File: src/rtl/var_state_loader.sv
// var_state_loader: bin load/unload engine moving packed variable states between bin memory and the cell array.
// Optional VAR_STATE_LOAD_CHECK_EN scrubs conflict-marked words on load and raises a sticky err_o.
module var_state_loader #(
    parameter int NUM_VARS         = 8,
    parameter int WIDTH_VAR_STATES = 19,
    parameter int WIDTH_ADDR       = 12
) (
    input  logic                                 clk,
    input  logic                                 rst,
    input  logic                                 load_start_i,
    input  logic                                 store_start_i,
    input  logic [WIDTH_ADDR-1:0]                base_addr_i,
    output logic                                 busy_o,
    output logic                                 done_o,
    output logic                                 err_o,
    output logic                                 mem_rd_en_o,
    output logic [WIDTH_ADDR-1:0]                mem_rd_addr_o,
    input  logic [WIDTH_VAR_STATES-1:0]          mem_rd_data_i,
    input  logic                                 mem_rd_valid_i,
    output logic                                 mem_wr_en_o,
    output logic [WIDTH_ADDR-1:0]                mem_wr_addr_o,
    output logic [WIDTH_VAR_STATES-1:0]          mem_wr_data_o,
    input  logic                                 mem_wr_ready_i,
    output logic [NUM_VARS-1:0]                  wr_states_o,
    output logic [WIDTH_VAR_STATES-1:0]          vars_states_o,
    input  logic [NUM_VARS*WIDTH_VAR_STATES-1:0] vars_states_i
);
    localparam int IW = NUM_VARS > 1 ? $clog2(NUM_VARS) : 1;
    localparam int W  = WIDTH_VAR_STATES;

    typedef enum logic [2:0] {IDLE, RD_REQ, RD_WAIT, WR_CELL, SNAP, WR_MEM, DONE} state_t;

    state_t                    state_q, state_d;
    logic [IW-1:0]             idx_q, idx_d;
    logic [WIDTH_ADDR-1:0]     base_q, base_d;
    logic [W-1:0]              data_q, data_d;
    logic [NUM_VARS*W-1:0]     shadow_q, shadow_d;
    logic [W-1:0]              cell_word;
    logic                      last;
    logic [WIDTH_ADDR-1:0]     addr;

    assign last = idx_q == IW'(NUM_VARS - 1);
    assign addr = base_q + WIDTH_ADDR'(idx_q);

`ifdef VAR_STATE_LOAD_CHECK_EN
    logic err_q, err_d, conflict;
    // value[2:1]==11 marks a conflict, which must never land in a cell
    assign conflict  = data_q[W-1 -: 2] == 2'b11;
    assign cell_word = conflict ? {3'b000, data_q[W-4:0]} : data_q;
    assign err_d     = err_q | (state_q == WR_CELL && conflict);
    assign err_o     = err_d;

    always_ff @(posedge clk or posedge rst) begin
        if (rst) err_q <= 1'b0;
        else     err_q <= err_d;
    end
`else
    assign cell_word = data_q;
    assign err_o     = 1'b0;
`endif

    always_ff @(posedge clk or posedge rst) begin
        if (rst) begin
            state_q  <= IDLE;
            idx_q    <= '0;
            base_q   <= '0;
            data_q   <= '0;
            shadow_q <= '0;
        end else begin
            state_q  <= state_d;
            idx_q    <= idx_d;
            base_q   <= base_d;
            data_q   <= data_d;
            shadow_q <= shadow_d;
        end
    end

    always_comb begin
        state_d  = state_q;
        idx_d    = idx_q;
        base_d   = base_q;
        data_d   = data_q;
        shadow_d = shadow_q;
        case (state_q)
            IDLE: if (store_start_i || load_start_i) begin
                base_d  = base_addr_i;
                idx_d   = '0;
                state_d = store_start_i ? SNAP : RD_REQ;
            end
            RD_REQ:  state_d = RD_WAIT;
            RD_WAIT: if (mem_rd_valid_i) begin
                data_d  = mem_rd_data_i;
                state_d = WR_CELL;
            end
            WR_CELL: begin
                state_d = last ? DONE : RD_REQ;
                idx_d   = last ? idx_q : idx_q + IW'(1);
            end
            SNAP: begin
                shadow_d = vars_states_i;
                state_d  = WR_MEM;
            end
            WR_MEM: if (mem_wr_ready_i) begin
                state_d = last ? DONE : WR_MEM;
                idx_d   = last ? idx_q : idx_q + IW'(1);
            end
            DONE:    state_d = IDLE;
            default: state_d = IDLE;
        endcase
    end

    always_comb begin
        busy_o        = state_q != IDLE;
        done_o        = state_q == DONE;
        mem_rd_en_o   = state_q == RD_REQ;
        mem_rd_addr_o = addr;
        mem_wr_en_o   = state_q == WR_MEM;
        mem_wr_addr_o = addr;
        mem_wr_data_o = shadow_q[idx_q*W +: W];
        wr_states_o   = state_q == WR_CELL ? {{(NUM_VARS-1){1'b0}}, 1'b1} << idx_q : '0;
        vars_states_o = state_q == WR_CELL ? cell_word : data_q;
    end
endmodule

File: config.mk
export PLATFORM = sky130hd
export DESIGN_NAME = var_state_loader
export DESIGN_NICKNAME = d
export VERILOG_FILES = /design/src/rtl/var_state_loader.sv
export SDC_FILE = /design/constraint.sdc
export NUM_CORES = 1
export LEC_CHECK = 0
export BUFFER_PORTS_ARGS = -buffer_cell sky130_fd_sc_hd__buf_2
export CAP_MARGIN = 10
export CORE_MARGIN = 2
export CORE_UTILIZATION = 45
export DETAILED_ROUTE_END_ITERATION = 7
export GPL_ROUTABILITY_DRIVEN = 0
export PLACE_DENSITY = 0.71
export SLEW_MARGIN = 0
export SYNTH_ARGS = -nofsm -noshare
export SYNTH_HDL_FRONTEND = slang
export SYNTH_SLANG_ARGS = --single-unit
File: constraint.sdc
create_clock -name clk -period 7.3 [get_ports clk]
set_clock_uncertainty 0.15 [all_clocks]
set_input_delay 1.095 -clock clk [delete_from_list [all_inputs] [get_ports clk]]
set_output_delay 1.095 -clock clk [all_outputs]
set_load 0.01 [all_outputs]
* After elaboration in Yosys (flattened, before gate mapping)
Cells that the tools add are included.
** Word-level totals
- Memory bits (writable) :: 0
- Memories kept :: 0
- Bits in registers :: 189
- Bits in latches :: 0
- ROM bits :: 0
** Operators by class
- Div/mod/pow operators :: 0
- Multiplexer cells :: 12
- Magnitude comparators :: 0
- Multiply operators :: 1
- Bitwise gates (word level) :: 0
- Equality and inequality tests :: 10
- Add/sub/neg operators :: 2
- Reduce and logical (&&, ||, !) cells :: 8
- Shifts and indexed selects :: 2
** Operators with widths (number)
- 152-bit by 9-bit indexed part select with 19-bit output :: 1
- 3-bit two-way mux :: 8
- 3-bit case mux with 6 select lines :: 1
- 12-bit by 3-bit adder with 12-bit output :: 1
- 3-bit == test (second input constant) :: 4
- 3-bit case mux with 3 select lines :: 1
- 3-bit by 5-bit multiplier with 8-bit output (second input constant) :: 1
- 8-bit two-way mux :: 1
- 1-bit by 3-bit << shifter with 8-bit output (first input constant) :: 1
- 3-bit by 2-bit == test with 1-bit output (second input constant) :: 2
- 3-bit AND reduction :: 2
- 3-bit nonzero test :: 2
- 2-bit != test (second input constant) :: 2
- 2-bit AND reduction :: 2
- 3-bit by 1-bit adder with 3-bit output (second input constant) :: 1
- 3-bit by 1-bit == test with 1-bit output (second input constant) :: 1
- 3-bit logical NOT :: 1
- 2-bit two-way mux :: 1
- 2-bit by 1-bit != test with 1-bit output (second input constant) :: 1
- 1-bit logical OR :: 1

* Logic depth before layout (Yosys ltp)
Gate-level depths: netlist of run 1.
- Word-level depth :: 4
- Depth in mapped cells :: 9
- Mapped depth without buffers :: 7

* Worst setup path after synthesis of run 1
OpenSTA, ideal clock, no wires.
- Kind :: register -> output
- From :: register idx_q[1]
- To :: output port mem_wr_addr_o[8]
- Data required time :: 6055 ps
- Path slack :: 3678 ps
- Buffers on the path :: 3
- Cell stages (with the launch flop) :: 10
- Arrival time :: 2377 ps
- Path through :: dfrtp_1 buf_2 buf_2 inv_1 fa_1 nand2b_1 a21oi_1 nand3_1 xnor2_1 buf_4
** Between the ends
- Longest elaborated chain between the ends :: 1
** RTL lines
- start: declaration :: RTL line 34 : logic [IW-1:0] idx_q, idx_d;
- start signal: assignment :: RTL line 71 : idx_q <= idx_d;
- 12-bit by 3-bit adder with 12-bit output :: RTL line 43 : assign addr = base_q + WIDTH_ADDR'(idx_q);
- end: declaration :: RTL line 21 : output logic [WIDTH_ADDR-1:0] mem_wr_addr_o,
No other way between the ends.

* Final worst setup path of run 1
- From :: register idx_q[0]
- To :: output port mem_rd_addr_o[8]
** Between the ends
- Longest elaborated chain between the ends :: 1
** RTL lines
- 12-bit by 3-bit adder with 12-bit output :: RTL line 43
- end: declaration :: RTL line 17 : output logic [WIDTH_ADDR-1:0] mem_rd_addr_o,
No other way between the ends.

==> run metrics, run 1 <==
status=complete, no violations; Flop pwr share=approximately two fifths; critical path class=register to primary output; Synth top cells by count=dfrtp_1, mux2_2, nand2_1; Placed Cells incl. Taps=around 1100; vias in the first global route=5872; unrepaired setup endpoints after global routing=false; hold buffers post-CTS=0; H-tree depth=4; worst r2r path cells=5; DIE HEIGHT=around 140 µm; switch share=34.1%; FP Rows=51; area leader, netlist=dfrtp_1; pwr dens=466 mW/mm²; Total Routing Usage GR=just under 20%; Initial DRC Count=approximately 240; Hold Crit Start=vars_states_o[0]$_DFFE_PP0P_; net switching power=~1.7 mW; Async SR Flop Fraction=100%; Syn Inst Count=618; Synth Register Bits=around 190; TritonRoute pass-1 iters=4; setup TNS=0 ns; CTS tree=done; CTS buffer count=17; type of the tightest min-delay check=register to register; Final ANT Viol Nets=0; boundary pin count=approximately 260; Post-Synthesis Cell Area=0.00885 mm²; cts repair resizes=0; fmax=~0.23 GHz; final core area utilization=around 56%; Clk pwr share=between 10% and 20%; Core Area=0.0194 mm²; Post-synth EDFFs=0; Yosys cell types=36; worst-margin pin slew=1.03 ns; Post-Syn Nets=818; Peak VDD IR=just under 0.2 mV; Nets=around 1100; Initial Util=45.6%; WHS Endpoint=vars_states_o[0]$_DFFE_PP0P_; met3 Usage GRT=under 10%; cell-internal power=between 3 and 4 mW; Clk pin slew, worst setup/hold paths=~0.070 ns; worst hold margin=around 0.33 ns; final-report max-slew violation count=0; Post-CTS Setup Bufs=0; syn_area_per_cell=around 14 µm²; Layout area overhead=21.8%; leak pwr=between 4 and 5 nW; first-pass GRT wire length=around 31 mm; minimum clock period=about 4.4 ns; initial antenna violation count=5; Placed Area=between 0.01 and 0.015 mm²; dpl ws=~3.2 ns; Total Power=around 5.0 mW; peak fanout along the critical path=44; Buf/Inv on CP=2; crit path DAT=around 3.2 ns; HPWL Detailed=between 10 and 15 mm; Port Buffer Count=262; drt wl/cell=17.5 µm; Worst Slack Setup Final=between 2 and 3 ns; fillers=approximately 1700; worst reg2reg startpoint=idx_q[0]$_DFFE_PP0P_; Reg area=~0.0047 mm²; reg2reg setup slack=4.73 ns; maximum clock path buffer count=2; met1 Track Usage GR=between 20% and 30%; top-count cell post-synth=dfrtp_1; Vias=around 5700; final std cells w/o fill=around 1100; Multi-input gate area=0.00375 mm²; worst skew pair latency=roughly 0.42 ns; CP cell instances=ha_1 > inv_1 > fa_1 > nand2b_1 > a21oi_1 > nand3_1 > xnor2_1 > buf_2; Max stage delay on crit path=1.04 ns; slowest CP cell=dfrtp_4; die footprint=0.0208 mm²; Setup crit end kind=primary output; reg2reg end=idx_q[1]$_DFFE_PP0P_; final hold viol count=0; Top Usage Layer GRT=met2; Slew headroom=a little under a third; routed vias/inst=5.07; register area share after synthesis=approximately 53%; grt total ovfl=0; main flop type after synthesis=dfrtp_1; Setup violations, final=0; number of remaining DRC errors=0; Crit path max-delay family=flip-flops; Clock Sinks=around 190; Gate power share=approximately 43%; Critical Path RT=6.05 ns; CP Launch Type=register; top post-synthesis cells by area=dfrtp_1, mux2_2, mux4_2, mux2_1, nand2_1; met2 Track Usage GR=approximately 30%; max cap viols=0; top cell type's share of synthesized area=roughly 53%; Die W=144 µm; Synth Warn #=0; Finished Cell Area=0.0108 mm²; post-route clock period utilization=roughly three fifths; largest net degree at the start of global routing=110; share of layout cells above drive strength 1=57.7%; Routed WL=~20 mm; root buf cell=clkbuf_16; Hold Crit Depth=1
metal layers:
metal  vias to the layer above  wire length [µm]
li1                       2654                 -
met1                      2860              8570
met2                       203              9270
met3                        16              1750
met4                         2               193
met5                         -                 7
area by class of cell:
cell class              instances  area share (%)
diodes                          2          0.0464
clock buffers                  23            4.62
clock inverters                 9           0.673
inverters                      10           0.418
multi-input cells             367            34.8
flip-flops and latches        189            43.9
well taps                     265            3.07
repair buffers                267            12.5
registers in the layout (all words and copies together), names as in the netlist:
register,flops
base_q,12
state_q,3
shadow_q,152
vars_states_o,19
idx_q,3
power by group through the flow:
stage / sequential [mW] / combinational, mW / clock, mW
final: 1.96 / 2.17 / 0.899
after global routing: 2.04 / 2.39 / 0.965
after CTS: 1.96 / 2.20 / 0.924
after detailed placement: 1.98 / 2.19 / 0
after floorplan: 1.82 / 1.78 / 0
after global placement: 1.96 / 2.15 / 0
cell families (layout without fill, tap and decap cells):
family / Yosys count / after routing / share of synthesized area [%]
AOI/OAI and AO/OA: 16 / 16 / 1.07
xor gates and xnor gates: 10 / 10 / 0.989
other: 1 / 3 / 0.0424
buffers and inverters: 62 / 309 / 4.34
DFF: 189 / 189 / 53.4
and+or+nand+nor: 106 / 106 / 5.34
adders and majority gates: 11 / 11 / 1.64
muxes: 223 / 223 / 33.2
cell usage in the layout, fill, tap and decap left out, types with 2 or more instances in the layout:
master / count
buf_2: 262
buf_4: 5
clkbuf_16: 17
diode_2: 2
nand3_1: 8
nor2_1: 11
and3_1: 2
mux2i_1: 3
o21ai_0: 7
clkinvlp_4: 2
a21oi_1: 4
and2_1: 2
ha_1: 10
mux2_2: 158
inv_6: 5
mux4_2: 38
nor3_1: 4
xor2_1: 3
nand2_1: 66
clkbuf_8: 5
nor2b_1: 4
nand2b_1: 3
mux2_1: 24
xnor2_1: 7
dfrtp_1: 187
inv_1: 9
worst max-delay path by stage:
stage                         start                    end  slack, ns  cells after the start
6_report       idx_q[0]$_DFFE_PP0P_       mem_rd_addr_o[8]       2.86                      8
5_1_grt        idx_q[0]$_DFFE_PP0P_       mem_rd_addr_o[8]       2.50                      8
4_1_cts        idx_q[0]$_DFFE_PP0P_       mem_wr_addr_o[8]       2.77                      8
3_5_place_dp   idx_q[0]$_DFFE_PP0P_       mem_wr_addr_o[8]       3.24                      8
3_3_place_gp   idx_q[0]$_DFFE_PP0P_       mem_wr_addr_o[8]       3.27                      8
2_1_floorplan                   rst  base_q[0]$_DFFE_PP0P_       0.91                      1
No activity file was read; power rests on OpenSTA's default activity.
==> run 2, diff against run 1 <==
- clock period: 7.3 -> 4.2 ns (I/O delays scaled with it)
==> run 2 against run 1 <==
Against the previous run:
- register-to-register slack got worse by 3.1 ns
- clock power up 84%
- critical endpoint is now mem_wr_addr_o[8]
- wire length shrank 0.41%
==> run metrics, run 2 (same netlist as run 1, synthesis figures left out) <==
Setup violations, final=0; CP cell instances=ha_1 > inv_1 > fa_1 > nand2b_1 > a21oi_1 > nand3_1 > xnor2_1 > buf_2; die footprint=0.0208 mm²; Vias=5743; critical path class=register to primary output; final hold viol count=0; pwr dens=approximately 810 mW/mm²; Total Routing Usage GR=between 10% and 20%; Final ANT Viol Nets=0; Max stage delay on crit path=between 0.7 and 0.8 ns; Peak VDD IR=0.318 mV; CTS tree=done; root buf cell=clkbuf_16; fillers=~1700; final std cells w/o fill=about 1100; TritonRoute pass-1 iters=4; largest net degree at the start of global routing=roughly 120; commonest cells after routing, fill and taps aside=buf_2, dfrtp_1, mux2_2; max FFs per register=152; minimum clock period=between 3 and 4 ns; drt wl/cell=17.3 µm; Core Area=0.0194 mm²; Initial Util=45.6%; DIE HEIGHT=144 µm; Total Power=8.84 mW; Clk pin slew, worst setup/hold paths=0.07 ns; boundary pin count=about 260; Initial DRC Count=~240; CP Launch Type=register; routed vias/inst=roughly 5; setup TNS=0 ns; commonest non-fill, non-tap cell in the layout=buf_2; largest reg by FF count=shadow_q; hold buffers post-CTS=0; Placed Cells incl. Taps=about 1100; unrepaired setup endpoints after global routing=false; H-tree depth=4; final-report max-slew violation count=0; Buf/Inv on CP=2; cts repair resizes=0; Critical Path RT=around 3.4 ns; peak fanout along the critical path=25; Slew headroom=31.0%; fmax=between 0.2 and 0.3 GHz; type of the tightest min-delay check=input port to register; crit path DAT=approximately 2.8 ns; leak pwr=approximately 5.0 nW; post-route clock period utilization=between 80 and 90%; initial antenna violation count=10; max cap viols=0; vias in the first global route=between 5000 and 6000; Nets=roughly 1100; Clock Sinks=189; Port Buffer Count=262; Reg area=around 0.0047 mm²; grt total ovfl=0; number of remaining DRC errors=0; worst skew pair latency=approximately 0.42 ns; HPWL Detailed=~14 mm; share of layout cells above drive strength 1=57.9%; slowest CP cell=dfrtp_4; Layout area overhead=23.0%; FP Rows=51; worst-margin pin slew=around 1.0 ns; status=complete, no violations; Routed WL=just under 20 mm; CTS buffer count=17; first-pass GRT wire length=between 30 and 40 mm; maximum clock path buffer count=2; Post-CTS Setup Bufs=0; Multi-input gate area=0.00375 mm²; Crit path max-delay family=flip-flops; Setup crit end kind=primary output; Die W=144 µm
==> run 2: cell types whose count changed in the layout (fill, tap and decap cells not counted) <==
cell        previous run  this run
diode_2                2         6
buf_12                 0         3
clkbuf_8               5         2
bufinv_16              0         2
buf_4                  5         6
clkinv_4               1         2
clkinvlp_4             2         1
inv_6                  5         6
==> run 2: per-layer routing <==
metal	track usage, %	share of wire [%]
met4	6.03	1.7
met2	30.1	46
met1	25.3	43
met5	0	0.19
met3	7.72	8.9
==> run 2: worst paths after layout <==
check	start	endpoint	slack [ns]	depth (start not counted)
worst max-delay path	idx_q[0]$_DFFE_PP0P_	mem_wr_addr_o[8]	0.62	8
worst min-delay path	mem_rd_data_i[2]	vars_states_o[2]$_DFFE_PP0P_	0.26	2
worst max register to register	state_q[2]$_DFFE_PP0P_	shadow_q[133]$_DFFE_PP0P_	1.63	4
worst min register to register	shadow_q[115]$_DFFE_PP0P_	shadow_q[115]$_DFFE_PP0P_	0.34	1
max in group asynchronous	rst	shadow_q[62]$_DFFE_PP0P_	2.67	3
min in group asynchronous	rst	shadow_q[106]$_DFFE_PP0P_	0.28	2
==> run 2: area by class of cell <==
class                      instances  share of cell area, %
clock inverter                    12                   1.34
inverter                          10                  0.379
sequential                       189                   43.5
multi-input combinational        367                   34.4
clock buffer                      20                   4.19
antenna                            6                  0.138
tap                              265                   3.04
timing repair buffer             271                   13.0
==> run 2: stage by stage <==
stage                     setup slack, ns  hold WS (ns)  instance area, µm²  util (%)
after floorplan                     0.986         0.302                8860         -
after global placement               1.03         0.314               10300      52.9
after detailed placement             1.01         0.323               10300      52.9
after CTS                           0.542         0.244               10900      56.1
after global routing                0.361         0.246               10900      56.1
final                               0.618         0.264               10900      56.1
==> run 2: where the power goes <==
part	leakage (nW)	switching [mW]	internal (mW)
clock network	0.299	0.724	0.927
registers	2.24	0.630	2.77
logic	2.47	1.64	2.15
total	5.01	2.99	5.85
